## config.mk

```make
export PLATFORM = sky130hd
export DESIGN_NAME = muldiv_unit
export DESIGN_NICKNAME = d
export VERILOG_FILES = /design/src/rtl/muldiv_unit.sv
export SDC_FILE = /design/constraint.sdc
export NUM_CORES = 1
export LEC_CHECK = 0
export BUFFER_PORTS_ARGS = -buffer_cell sky130_fd_sc_hd__buf_4
export CAP_MARGIN = 20
export CORE_MARGIN = 8
export CORE_UTILIZATION = 45
export CTS_CLUSTER_SIZE = 30
export DETAILED_ROUTE_END_ITERATION = 6
export MAX_ROUTING_LAYER = met4
export PLACE_DENSITY = 0.74
export SYNTH_ARGS = -nofsm -noshare
export SYNTH_HDL_FRONTEND = slang
export SYNTH_SLANG_ARGS = --single-unit
```

## constraint.sdc

```tcl
create_clock -name clk -period 5.8 [get_ports clk]
set_clock_uncertainty 0.1 [all_clocks]
set_input_delay 1.74 -clock clk [delete_from_list [all_inputs] [get_ports clk]]
set_output_delay 1.74 -clock clk [all_outputs]
set_load 0.05 [all_outputs]
```

## src/rtl/muldiv_unit.sv

```systemverilog
// Iterative 32-bit multiply/divide unit with HI/LO registers.
// One result bit per cycle; the unit also provides a registered MFHI/MFLO write port.
module muldiv_unit (
  input  logic        clk,
  input  logic        rst_n,
  input  logic        start,
  input  logic [1:0]  op,
  input  logic [31:0] A,
  input  logic [31:0] B,
  input  logic [1:0]  mf_sel,
  input  logic [4:0]  mf_addr,
  output logic        busy,
  output logic        done,
  output logic [31:0] HI,
  output logic [31:0] LO,
  output logic        WE,
  output logic [4:0]  W_ADDR,
  output logic [31:0] Din
);

  localparam int unsigned W    = 32;
  localparam int unsigned CW   = 5;
  localparam int unsigned LAST = W - 1;

  typedef enum logic [1:0] {IDLE, RUN, FIX, DONE} state_t;

  state_t          state_q, state_d;
  logic [CW-1:0]   cnt_q, cnt_d;
  logic [1:0]      op_q, op_d;
  logic            sa_q, sa_d, sb_q, sb_d;
  logic [W-1:0]    b_q, b_d;
  logic [W-1:0]    acc_q, acc_d;
  logic [W-1:0]    wrk_q, wrk_d;
  logic [W-1:0]    hi_q, hi_d, lo_q, lo_d;
  logic            busy_q, busy_d, done_q, done_d;
  logic            we_q, we_d;
  logic [4:0]      w_addr_q, w_addr_d;
  logic [W-1:0]    din_q, din_d;

  logic            is_mul;
  logic [W:0]      sum;
  logic [W:0]      shifted;
  logic [2*W-1:0]  prod;
  logic [W-1:0]    quo, rem;

  assign is_mul = ~op_q[1];

  // Next-state, datapath step and move-port logic.
  always_comb begin
    state_d  = state_q;
    cnt_d    = cnt_q;
    op_d     = op_q;
    sa_d     = sa_q;
    sb_d     = sb_q;
    b_d      = b_q;
    acc_d    = acc_q;
    wrk_d    = wrk_q;
    hi_d     = hi_q;
    lo_d     = lo_q;
    we_d     = 1'b0;
    w_addr_d = 5'd0;
    din_d    = 32'd0;
    sum      = '0;
    shifted  = '0;
    prod     = '0;
    quo      = '0;
    rem      = '0;

    case (state_q)
      IDLE, DONE: begin
        state_d = IDLE;
        if (start) begin
          op_d    = op;
          sa_d    = op[0] & A[W-1];
          sb_d    = op[0] & B[W-1];
          wrk_d   = (op[0] & A[W-1]) ? (~A + 32'd1) : A;
          b_d     = (op[0] & B[W-1]) ? (~B + 32'd1) : B;
          acc_d   = '0;
          cnt_d   = '0;
          state_d = RUN;
        end
      end
      RUN: begin
        if (is_mul) begin
          sum = wrk_q[0] ? ({1'b0, acc_q} + {1'b0, b_q}) : {1'b0, acc_q};
          {acc_d, wrk_d} = {sum, wrk_q[W-1:1]};
        end else begin
          // Restoring divide: remainder always stays below the divisor, so 33 bits suffice.
          shifted = {acc_q, wrk_q[W-1]};
          if (shifted >= {1'b0, b_q}) begin
            acc_d = W'(shifted - {1'b0, b_q});
            wrk_d = {wrk_q[W-2:0], 1'b1};
          end else begin
            acc_d = shifted[W-1:0];
            wrk_d = {wrk_q[W-2:0], 1'b0};
          end
        end
        cnt_d = cnt_q + 5'd1;
        if (cnt_q == CW'(LAST)) state_d = FIX;
      end
      FIX: begin
        if (is_mul) begin
          prod = (sa_q ^ sb_q) ? (~{acc_q, wrk_q} + 64'd1) : {acc_q, wrk_q};
          hi_d = prod[2*W-1:W];
          lo_d = prod[W-1:0];
        end else begin
          // Divide by zero: quotient all ones, remainder sign-restored to the raw dividend.
          quo  = (b_q == '0) ? '1 : ((sa_q ^ sb_q) ? (~wrk_q + 32'd1) : wrk_q);
          rem  = sa_q ? (~acc_q + 32'd1) : acc_q;
          hi_d = rem;
          lo_d = quo;
        end
        state_d = DONE;
      end
      default: state_d = IDLE;
    endcase

    if ((state_q == IDLE || state_q == DONE) &&
        (mf_sel == 2'b01 || mf_sel == 2'b10) && (mf_addr != 5'd0)) begin
      we_d     = 1'b1;
      w_addr_d = mf_addr;
      din_d    = (mf_sel == 2'b01) ? lo_q : hi_q;
    end

    busy_d = (state_d == RUN) || (state_d == FIX);
    done_d = (state_d == DONE);
  end

  always_ff @(posedge clk or negedge rst_n) begin
    if (!rst_n) begin
      state_q  <= IDLE;
      cnt_q    <= '0;
      op_q     <= '0;
      sa_q     <= 1'b0;
      sb_q     <= 1'b0;
      b_q      <= '0;
      acc_q    <= '0;
      wrk_q    <= '0;
      hi_q     <= '0;
      lo_q     <= '0;
      busy_q   <= 1'b0;
      done_q   <= 1'b0;
      we_q     <= 1'b0;
      w_addr_q <= '0;
      din_q    <= '0;
    end else begin
      state_q  <= state_d;
      cnt_q    <= cnt_d;
      op_q     <= op_d;
      sa_q     <= sa_d;
      sb_q     <= sb_d;
      b_q      <= b_d;
      acc_q    <= acc_d;
      wrk_q    <= wrk_d;
      hi_q     <= hi_d;
      lo_q     <= lo_d;
      busy_q   <= busy_d;
      done_q   <= done_d;
      we_q     <= we_d;
      w_addr_q <= w_addr_d;
      din_q    <= din_d;
    end
  end

  assign busy   = busy_q;
  assign done   = done_q;
  assign HI     = hi_q;
  assign LO     = lo_q;
  assign WE     = we_q;
  assign W_ADDR = w_addr_q;
  assign Din    = din_q;

endmodule

```

==> results.py, run 1 <==
metrics = {
    "final_layout": {
        "area_growth_syn_to_layout_pct": 16.4,
        "design_area_sq_mm": 0.0184,
        "layout.nets": 2196,
        "layout_common_cells": "dfrtp_1, nand2_1, nor2_1",
        "number_of_inserted_diodes": 0,
        "layout-drive-gt1-share": 0.134,
        "post-route-util": 0.531,
        "layout_commonest_cell": "dfrtp_1",
        "layout.filler_cells": 3286,
    },
    "critical_path": {
        "critical-path-top-delay-family": "compound AO/OA/AOI/OAI gates",
        "timing.critical_path.required_ns": 6.14,
        "critPathLaunchType": "flop",
        "worst-path-max-fanout": 27,
        "cpPeakStageDelay_ns": 0.59,
        "path_common_cell": "a21oi_1",
        "critPathKind": "flop to flop",
        "crit_chain": "inv_1, ha_1, nor2b_1, o31a_1, o31ai_1, a21oi_1, a21oi_1, a2bb2oi_4, buf_4, nand2b_1, nor2_1, o41ai_1",
        "crit_arrival_ns": 4.45,
        "critical_path.endpoint_type": "flop",
        "critical_path.n_buffers_inverters": 2,
        "crit_path_top_delay_cell": "a21oi_1",
    },
    "run_status": {
        "run_status": "finished, violations left",
        "violations": "DRC",
    },
    "routing": {
        "antenna_left": 0,
        "detailedRoute.firstPassIterationCount": 7,
        "drt_first_iter_violations": 1309,
        "vias_per_inst": 5.97,
        "detailroute.via_count": 15009,
        "detail_route.wl_per_cell_microns": 20.4,
        "detail_route.drc_violations": 4,
        "totalWireLength_microns": 51200,
    },
    "timing": {
        "setup_viol": 0,
        "fmaxAchievable_mhz": 243,
        "slew_viol_final": 0,
        "post-route-period-util": 0.710,
        "remaining_max_slew_budget_at_the_tightest_pin": 0.331,
        "postLayoutSetupSlackWorst_ns": 1.68,
        "tns_ns": 0,
        "timing_hold_violations_final": 0,
        "rsz0062_at_grt": "no",
        "max_slew.worst_pin.slew_ns": 1.00,
        "smallest_hold_slack_ns": 0.389,
        "period_needed_ns": 4.12,
    },
    "clock_tree": {
        "insertion_delay_of_the_later_clocked_pin_in_the_worst_skew_pair_ns": 0.56,
        "tritoncts": "built",
        "hold_buffers": 0,
        "htreeDepth": 1,
        "cts_buffer_depth": 3,
        "number_of_buffers_created_by_cts": 25,
        "cts_num_sinks": 210,
        "post_cts.repair.setup_buffers": 0,
        "clkSlewWorstSetupHoldPaths_ns": 0.06,
        "cts_resized": 0,
        "cts_root_buf": "clkbuf_16",
    },
    "placement": {
        "post_dp_cell_area_sq_mm": 0.0175,
        "dpl_worst_slack_ns": 1.40,
        "finalWeightedCongestion": 0.946,
        "place.port_buffers": 179,
        "detailedPlacementHpwl_microns": 39100,
    },
    "job": {
        "max-cap-violations": 0,
    },
    "hold_path": {
        "min-delay-path-class": "flop to flop",
    },
    "floorplanning": {
        "count_of_standard_cell_rows": 68,
        "io_pins": 180,
        "fp.dieH_microns": 203,
        "coreArea_sq_mm": 0.0345,
        "die-area_sq_mm": 0.0413,
        "start_util": 0.457,
        "floorplan.die.width_microns": 203,
    },
    "power": {
        "leakagePower_nw": 8.15,
        "combPwrFrac": 0.610,
        "pwr-share-seq": 0.247,
        "cellInternalPower_mw": 5.65,
        "power_density_mw_per_mm2": 628,
        "vdd.ir_drop.worst_mv": 0.298,
        "switching_share": 0.510,
        "p_clk_frac": 0.143,
        "p_switching_mw": 5.87,
    },
    "logic_synthesis": {
        "synth_top_cell_area_share": 0.333,
        "postSynthNetCount": 2088,
        "post_synth_instance_area_sq_mm": 0.0158,
        "synth_sequential_area_ratio": 0.333,
        "synth.yosys.warnings": 0,
        "synth_area_per_cell_sq_um": 8.15,
        "yosysTopAreaCell": "dfrtp_1",
        "ys_ff_latch": 210,
        "synth_cell_types": 68,
        "fraction_of_registers_with_async_set_or_reset_after_synthesis": 1.00,
        "synth-edff-count": 0,
        "ys_top_cells_by_area": "dfrtp_1, ha_1, o21ai_0",
        "synth-main-ff-cell": "dfrtp_1",
        "synth_cells": 1936,
    },
    "global_route": {
        "grt-ovfl-total": 0,
        "grt_max_degree": 108,
        "number_of_global_route_vias_before_repair": 14310,
        "grt_first_pass_wirelength_microns": 81100,
        "antenna_found_initial": 1,
        "groute.usage.overall": 0.246,
    },
}
## layer usage
metal,up-vias,GRT usage,part of all wire
li1,7143,-,-
met1,7248,0.342,0.46
met2,541,0.377,0.44
met3,77,0.0308,0.070
met4,0,0.0645,0.025
met5,-,-,0
## sequential cells by signal (all words and copies together), names as in the netlist, 2 cells and up
register and flops:
Din 32, HI 32, LO 32, acc_q 32, b_q 32, wrk_q 32
W_ADDR 5, cnt_q 5, state_q 2
## tightest hold or removal path: cells and delay by family, from the launching register on
family / cells / cell delay, ns
and+or+nand+nor: 2 / 0.10
DFF: 1 / 0.35
## cell families (layout without fill, tap and decap cells)
| family | count (synthesis) | count (layout) | share of synthesized area |
|---|---|---|---|
| adders and majority gates | 76 | 76 | 0.0612 |
| muxes | 90 | 90 | 0.0583 |
| AOI/OAI and AO/OA | 563 | 563 | 0.218 |
| buffers and inverters | 188 | 312 | 0.0450 |
| xor gates and xnor gates | 175 | 175 | 0.0972 |
| and+or+nand+nor | 634 | 634 | 0.188 |
| DFF | 210 | 210 | 0.333 |
## through the flow
stage / power (mW) / instances
floorplan: 7.71 / 1936
global placement: 9.62 / 2470
detailed placement: 9.75 / 2472
CTS: 11.4 / 2515
global route: 12.4 / 2515
finish: 11.5 / 2515
## power groups by stage
stage / clock network, mW / logic (mW) / registers, mW
2_1_floorplan: 0 / 5.07 / 2.64
3_3_place_gp: 0 / 6.81 / 2.81
3_5_place_dp: 0 / 6.91 / 2.84
4_1_cts: 1.68 / 6.95 / 2.81
5_1_grt: 1.73 / 7.73 / 2.90
6_report: 1.65 / 7.03 / 2.85
## layout make-up
| cell class | count | area, sq um | share of cell area |
|---|---|---|---|
| multi-input combinational | 1538 | 9860 | 0.537 |
| sequential | 210 | 5260 | 0.286 |
| timing repair buffer | 200 | 1550 | 0.0843 |
| clock buffer | 33 | 706 | 0.0384 |
| tap | 455 | 569 | 0.0310 |
| inverter | 69 | 259 | 0.0141 |
| clock inverter | 10 | 154 | 0.00838 |
## final timing paths
check                                      from  depth (start not counted)  slack, ns                    end
max in group asynchronous                 rst_n                          2       3.31    b_q[17]$_DFFE_PN0P_
hold reg to reg            cnt_q[1]$_DFFE_PN0P_                          2       0.39   cnt_q[1]$_DFFE_PN0P_
hold / removal             cnt_q[1]$_DFFE_PN0P_                          2       0.39   cnt_q[1]$_DFFE_PN0P_
setup / recovery             b_q[1]$_DFFE_PN0P_                         12       1.68  acc_q[28]$_DFFE_PN0P_
setup reg to reg             b_q[1]$_DFFE_PN0P_                         12       1.68  acc_q[28]$_DFFE_PN0P_
min in group asynchronous                 rst_n                          1       1.21      Din[11]$_DFF_PN0_
## Yosys cell counts (18+ instances only)
master	instances
a211oi_1	18
a21o_1	26
a21oi_1	165
a31oi_1	25
clkbuf_1	105
dfrtp_1	210
ha_1	74
inv_1	69
mux2i_1	75
nand2_1	204
nand3_1	18
nand4_1	20
nor2_1	202
nor2b_1	21
nor3_1	38
nor4_1	40
o21ai_0	180
o31ai_1	25
xnor2_1	96
xor2_1	79
(Power assumes the default switching activity.)
==> run 2, diff against run 1 <==
ABC_AREA = 1   (was unset)
PLACE_DENSITY = 0.73   (was 0.74)
clock period = 4.2 ns   (was 5.8 ns; I/O delays follow)
==> run 2 against run 1 <==
Effect of this change: the run now ends clean; highest routed layer unchanged; critical endpoint is now acc_q[4]$_DFFE_PN0P_; first-iteration DRC count rose by 110%; setup slack got worse by 0.76 ns; power increased by 1.2%; non-clock buffer count up 27; final area rose by 18%.
==> results.py, run 2 <==
metrics = {
    "power": {
        "total_power_mw": 11.7,
        "leakagePower_nw": 11.5,
        "power_density_mw_per_mm2": 539,
        "vdd.ir_drop.worst_mv": 0.289,
    },
    "critical_path": {
        "crit_arrival_ns": 3.58,
        "crit_path_start": "b_q[1]$_DFFE_PN0P_",
        "crit_chain": "inv_1, ha_1, nand2_1, nor2_1, nand3_1, nand3_1, nand2_1, nand2_1, nand2_2, nand2_4, nor2_1, nand2_1, nand3_1, o21ai_1",
        "critPathKind": "flop to flop",
        "critical_path.endpoint_type": "flop",
        "critical_path.n_buffers_inverters": 1,
        "critical-path-top-delay-family": "simple AND/OR/NAND/NOR gates",
        "critPathLaunchType": "flop",
        "crit_path_top_delay_cell": "nor2_1",
        "worst-path-max-fanout": 25,
        "cp_num_cells": 14,
        "rr_worst_depth": 14,
        "ff2ff_setup_slack_ns": 0.92,
        "timing.rr.end": "acc_q[4]$_DFFE_PN0P_",
        "timing.critical_path.required_ns": 4.50,
        "cpPeakStageDelay_ns": 0.54,
        "critPathCapture": "acc_q[4]$_DFFE_PN0P_",
        "path_common_cell": "nand2_1",
        "worst_r2r_startpoint": "b_q[1]$_DFFE_PN0P_",
    },
    "logic_synthesis": {
        "synth_cell_types": 49,
        "yosys-top-cells-count": "nand2_1, inv_1, nor2_1, nand3_1, dfrtp_1",
        "synth_area_per_cell_sq_um": 5.95,
        "post_synth_instance_area_sq_mm": 0.0188,
        "ys_top_cells_by_area": "dfrtp_1, nand2_1, inv_1",
        "synthMostInstantiatedCell": "nand2_1",
        "synth_top_cell_area_share": 0.279,
        "ys_ff_latch": 210,
        "yosysTopAreaCell": "dfrtp_1",
        "synth_sequential_area_ratio": 0.279,
        "synth-main-ff-cell": "dfrtp_1",
        "synth-edff-count": 0,
        "synth.yosys.warnings": 0,
        "synth_cells": 3160,
        "fraction_of_registers_with_async_set_or_reset_after_synthesis": 1.00,
        "postSynthNetCount": 3312,
    },
    "timing": {
        "post-route-period-util": 0.781,
        "max_slew.worst_pin.slew_ns": 1.02,
        "setup_viol": 0,
        "rsz0062_at_grt": "no",
        "timing_hold_violations_final": 0,
        "period_needed_ns": 3.28,
        "tns_ns": 0,
        "fmaxAchievable_mhz": 305,
        "remaining_max_slew_budget_at_the_tightest_pin": 0.319,
        "slew_viol_final": 0,
    },
    "clock_tree": {
        "htreeDepth": 1,
        "cts_root_buf": "clkbuf_16",
        "cts_buffer_depth": 3,
        "cts_resized": 0,
        "tritoncts": "built",
        "cts_num_sinks": 210,
        "hold_buffers": 0,
        "insertion_delay_of_the_later_clocked_pin_in_the_worst_skew_pair_ns": 0.56,
        "post_cts.repair.setup_buffers": 0,
        "clkSlewWorstSetupHoldPaths_ns": 0.07,
        "number_of_buffers_created_by_cts": 24,
    },
    "routing": {
        "detailroute.via_count": 21515,
        "antenna_left": 0,
        "detail_route.wl_per_cell_microns": 19.5,
        "detail_route.drc_violations": 0,
        "totalWireLength_microns": 75600,
        "detailedRoute.firstPassIterationCount": 6,
        "vias_per_inst": 5.56,
        "drt_first_iter_violations": 2797,
    },
    "global_route": {
        "grt_first_pass_wirelength_microns": 114000,
        "grt-ovfl-total": 0,
        "antenna_found_initial": 1,
        "number_of_global_route_vias_before_repair": 19202,
        "grt_max_degree": 84,
        "groute.usage.overall": 0.313,
    },
    "final_layout": {
        "layout.nets": 3464,
        "multi_input_comb_area_sq_mm": 0.0115,
        "ff_latch_area_sq_mm": 0.00526,
        "layout-drive-gt1-share": 0.0958,
        "layout_common_cells": "nand2_1, inv_1, nor2_1",
        "area_growth_syn_to_layout_pct": 15.0,
        "layout.filler_cells": 4317,
        "layout_commonest_cell": "nand2_1",
    },
    "floorplanning": {
        "count_of_standard_cell_rows": 75,
        "io_pins": 180,
        "floorplan.die.width_microns": 220,
        "start_util": 0.453,
        "die-area_sq_mm": 0.0486,
        "coreArea_sq_mm": 0.0416,
        "fp.dieH_microns": 220,
    },
    "placement": {
        "finalWeightedCongestion": 1.08,
        "detailedPlacementHpwl_microns": 59900,
        "place.port_buffers": 179,
    },
    "job": {
        "max-cap-violations": 0,
    },
    "hold_path": {
        "min-delay-path-class": "flop to flop",
    },
    "run_status": {
        "run_status": "finished clean",
    },
}
## run 2: cell count changes in the layout (fill, tap and decap cells not counted), moves of 25 or more
cell and delta:
nand4_1 +40, buf_4 +27, inv_1 +365, xor2_1 -35, nand2_1 +827, xnor2_1 -88
nor2_1 +145, a21o_1 -25, mux2i_1 -75, nor4_1 -35, a21oi_1 +38, nand3_1 +269
o21ai_0 -35
## run 2: cell families after synthesis
logic type / Yosys count / synth area share
xor gates and xnor gates: 52 / 0.0242
buffers and inverters: 548 / 0.112
AOI/OAI and AO/OA: 443 / 0.127
DFF: 210 / 0.279
adders and majority gates: 76 / 0.0513
and+or+nand+nor: 1831 / 0.407
## run 2: tightest hold or removal path, delay by kind of cell, from the launching register on
kind,cells,cell delay [ns]
and+or+nand+nor,2,0.11
DFF,1,0.36
## run 2: layer usage
layer	wire length (microns)	vias to the layer above	global-route usage
met5	0	-	-
met4	3290	0	0.119
met3	9390	164	0.0771
met2	29700	1155	0.421
met1	33200	9774	0.445
li1	-	10422	-
## run 2: cell type report
type,count,area share
inverter,447,0.0776
clock buffer,34,0.0318
sequential,210,0.243
clock inverter,9,0.00509
timing repair buffer,227,0.0809
multi-input combinational,2402,0.530
tap,539,0.0312
antenna,1,0.000116
## run 2: through the flow
stage	area, sq um	instances	setup slack, ns	utilization	hold slack, ns
2_1_floorplan	18800	3160	1.36	-	0.367
3_3_place_gp	20800	3825	0.959	0.501	0.393
3_5_place_dp	20800	3825	0.947	0.501	0.392
4_1_cts	21600	3868	1.05	0.520	0.408
5_1_grt	21600	3869	0.587	0.520	0.445
6_report	21600	3869	0.920	0.520	0.409
## run 2: power breakdown
group          switching [mW]  internal, mW  total (mW)  leakage [nW]
sequential              0.539          2.31        2.85          2.61
clock                   0.905          1.26        2.17         0.397
combinational            4.68          1.97        6.64          8.52
## run 2: how the worst min path moves through the flow
stage                          from                    to  slack [ns]  depth (start not counted)
3_5_place_dp     HI[18]$_DFFE_PN0P_    HI[18]$_DFFE_PN0P_        0.39                          2
2_1_floorplan      sb_q$_DFFE_PN0P_      sb_q$_DFFE_PN0P_        0.37                          2
4_1_cts          HI[18]$_DFFE_PN0P_    HI[18]$_DFFE_PN0P_        0.41                          2
3_3_place_gp     HI[18]$_DFFE_PN0P_    HI[18]$_DFFE_PN0P_        0.39                          2
5_1_grt        cnt_q[4]$_DFFE_PN0P_  cnt_q[4]$_DFFE_PN0P_        0.44                          1
6_report         HI[18]$_DFFE_PN0P_    HI[18]$_DFFE_PN0P_        0.41                          2
==> run 3, diff against run 2 <==
ABC_AREA = 0   (was 1)
PLACE_DENSITY = 0.74   (was 0.73)
clock period = 3.38 ns   (was 4.2 ns; I/O delays follow)
==> run 3 against run 2 <==
Effect of this change: sequential power up 49%; clock power up 26%; power up 85%; die area down 15%; sequential cell count unchanged; count of clock-buffer cells in the layout up 1; fmax down 0.66%; critical path depth down 5; final area down 9.4%; combinational power up 120%; largest cell class unchanged; largest power group unchanged.
==> results.py, run 3 (synthesized netlist as in run 1, its figures left out) <==
metrics = {
    "timing": {
        "remaining_max_slew_budget_at_the_tightest_pin": 0.320,
        "timing_hold_violations_final": 0,
        "setup_viol": 0,
        "post-route-period-util": 0.977,
        "max_slew.worst_pin.slew_ns": 1.02,
        "fmaxAchievable_mhz": 303,
        "slew_viol_final": 0,
        "rsz0062_at_grt": "yes",
        "smallest_hold_slack_ns": 0.343,
        "period_needed_ns": 3.30,
    },
    "routing": {
        "detail_route.wl_per_cell_microns": 20.5,
        "vias_per_inst": 5.95,
        "detail_route.drc_violations": 0,
        "detailroute.via_count": 15910,
        "antenna_left": 0,
        "totalWireLength_microns": 54900,
        "detailedRoute.firstPassIterationCount": 6,
        "drt_first_iter_violations": 1469,
    },
    "clock_tree": {
        "cts_root_buf": "clkbuf_16",
        "insertion_delay_of_the_later_clocked_pin_in_the_worst_skew_pair_ns": 0.55,
        "cts_num_sinks": 210,
        "number_of_buffers_created_by_cts": 25,
        "post_cts.repair.setup_buffers": 0,
        "cts_buffer_depth": 3,
        "htreeDepth": 1,
        "tritoncts": "built",
        "clkSlewWorstSetupHoldPaths_ns": 0.06,
    },
    "floorplanning": {
        "count_of_standard_cell_rows": 68,
        "io_pins": 180,
        "fp.dieH_microns": 203,
        "coreArea_sq_mm": 0.0345,
        "floorplan.die.width_microns": 203,
        "start_util": 0.457,
        "die-area_sq_mm": 0.0413,
    },
    "power": {
        "pwr-share-seq": 0.197,
        "switching_share": 0.497,
        "combPwrFrac": 0.675,
        "p_switching_mw": 10.7,
        "leakagePower_nw": 8.90,
        "power_density_mw_per_mm2": 1100,
        "p_clk_frac": 0.127,
        "vdd.ir_drop.worst_mv": 0.596,
        "cellInternalPower_mw": 10.8,
    },
    "critical_path": {
        "critPathKind": "flop to flop",
        "rr_worst_depth": 9,
        "ff2ff_setup_slack_ns": 0.08,
        "worst_r2r_startpoint": "wrk_q[12]$_DFFE_PN0P_",
        "timing.rr.end": "HI[18]$_DFFE_PN0P_",
        "critical_path.endpoint_type": "flop",
        "critPathLaunchType": "flop",
        "timing.critical_path.required_ns": 3.71,
        "worst-path-max-fanout": 4,
        "crit_arrival_ns": 3.63,
    },
    "job": {
        "max-cap-violations": 0,
    },
    "hold_path": {
        "min-delay-path-class": "primary input to async pin",
    },
    "placement": {
        "place.port_buffers": 179,
        "post_dp_cell_area_sq_mm": 0.0187,
        "finalWeightedCongestion": 0.971,
        "detailedPlacementHpwl_microns": 42700,
        "dpl.cell_count": 2628,
    },
    "global_route": {
        "grt_max_degree": 84,
        "grt_first_pass_wirelength_microns": 86000,
        "number_of_global_route_vias_before_repair": 15642,
        "groute.usage.overall": 0.264,
        "antenna_found_initial": 2,
        "grt-ovfl-total": 0,
    },
    "final_layout": {
        "design_area_sq_mm": 0.0196,
        "layout_common_cells": "buf_4, dfrtp_1, nand2_1",
        "layout.filler_cells": 3139,
        "layout.nets": 2352,
        "layout_commonest_cell": "buf_4",
        "area_growth_syn_to_layout_pct": 24.1,
        "layout-drive-gt1-share": 0.200,
        "final_cell_count_no_fill": 2674,
    },
    "run_status": {
        "run_status": "finished clean",
    },
}
==> run 3: cell types whose count changed in the layout (fill, tap and decap cells not counted), sizes merged, moves of 35 or more <==
cell,change
nand4,-40
nand2,-831
mux2i,+75
xnor2,+88
xor2,+35
inv,-373
nand3,-270
nor4,+35
buf,+128
a21oi,-39
nor2,-158
==> run 3: critical path: stages (launching register included) <==
cell and delay, ns:
dfrtp_1 0.37, or4_4 0.57, or3_1 0.37, or4_4 0.53, nor3b_4 0.34, nand2_2 0.15
o21ai_2 0.21, o21ai_1 0.11, xor2_1 0.17, mux2_2 0.28
==> run 3: cell type report <==
type,instances,area (sq um),share of cell area
sequential,210,5260,0.269
clock inverter,9,115,0.00588
clock buffer,35,713,0.0364
timing repair buffer,356,2730,0.140
multi-input combinational,1538,9930,0.507
antenna,2,5.00,0.000256
inverter,69,259,0.0132
tap,455,569,0.0291
==> run 3: how the worst max path moves through the flow <==
stage | startpoint | endpoint | cells after the start
floorplan | A[4] | wrk_q[24]$_DFFE_PN0P_ | 9
global placement | A[4] | wrk_q[29]$_DFFE_PN0P_ | 11
detailed placement | A[4] | wrk_q[29]$_DFFE_PN0P_ | 11
CTS | acc_q[0]$_DFFE_PN0P_ | acc_q[7]$_DFFE_PN0P_ | 13
global route | acc_q[7]$_DFFE_PN0P_ | acc_q[27]$_DFFE_PN0P_ | 13
finish | wrk_q[12]$_DFFE_PN0P_ | HI[18]$_DFFE_PN0P_ | 9
==> run 3: what timing repair did <==
| action | 4_1_cts | 5_1_grt |
|---|---|---|
| hold buffers | 0 | 0 |
| setup endpoints to repair | 0 | 31 |
| resized for setup | 0 | 21 |
==> run 3: power by group through the flow <==
stage | logic, mW | clock network (mW) | registers (mW)
global placement | 13.9 | 0 | 4.21
detailed placement | 14.1 | 0 | 4.23
global route | 15.8 | 2.89 | 4.32
floorplan | 8.70 | 0 | 4.54
finish | 14.5 | 2.74 | 4.25
CTS | 14.2 | 2.79 | 4.20
==> run 3: metal layers <==
metal / wire length, microns / up-vias / track usage
met4: 2000 / 0 / 0.0987
met1: 24000 / 7648 / 0.353
met3: 5190 / 114 / 0.0603
li1: - / 7441 / -
met5: 0 / - / -
met2: 23700 / 707 / 0.387
==> run 3: through the flow <==
stage / worst slack [ns] / TNS [ns] / utilization / power [mW]
CTS: 0.0117 / 0 / 0.565 / 21.2
global placement: -0.0212 / -0.0298 / 0.541 / 18.1
detailed placement: -0.0728 / -0.345 / 0.541 / 18.3
floorplan: 0.113 / 0 / - / 13.2
global route: -0.0225 / -0.0976 / 0.567 / 23.0
finish: 0.0781 / 0 / 0.567 / 21.5
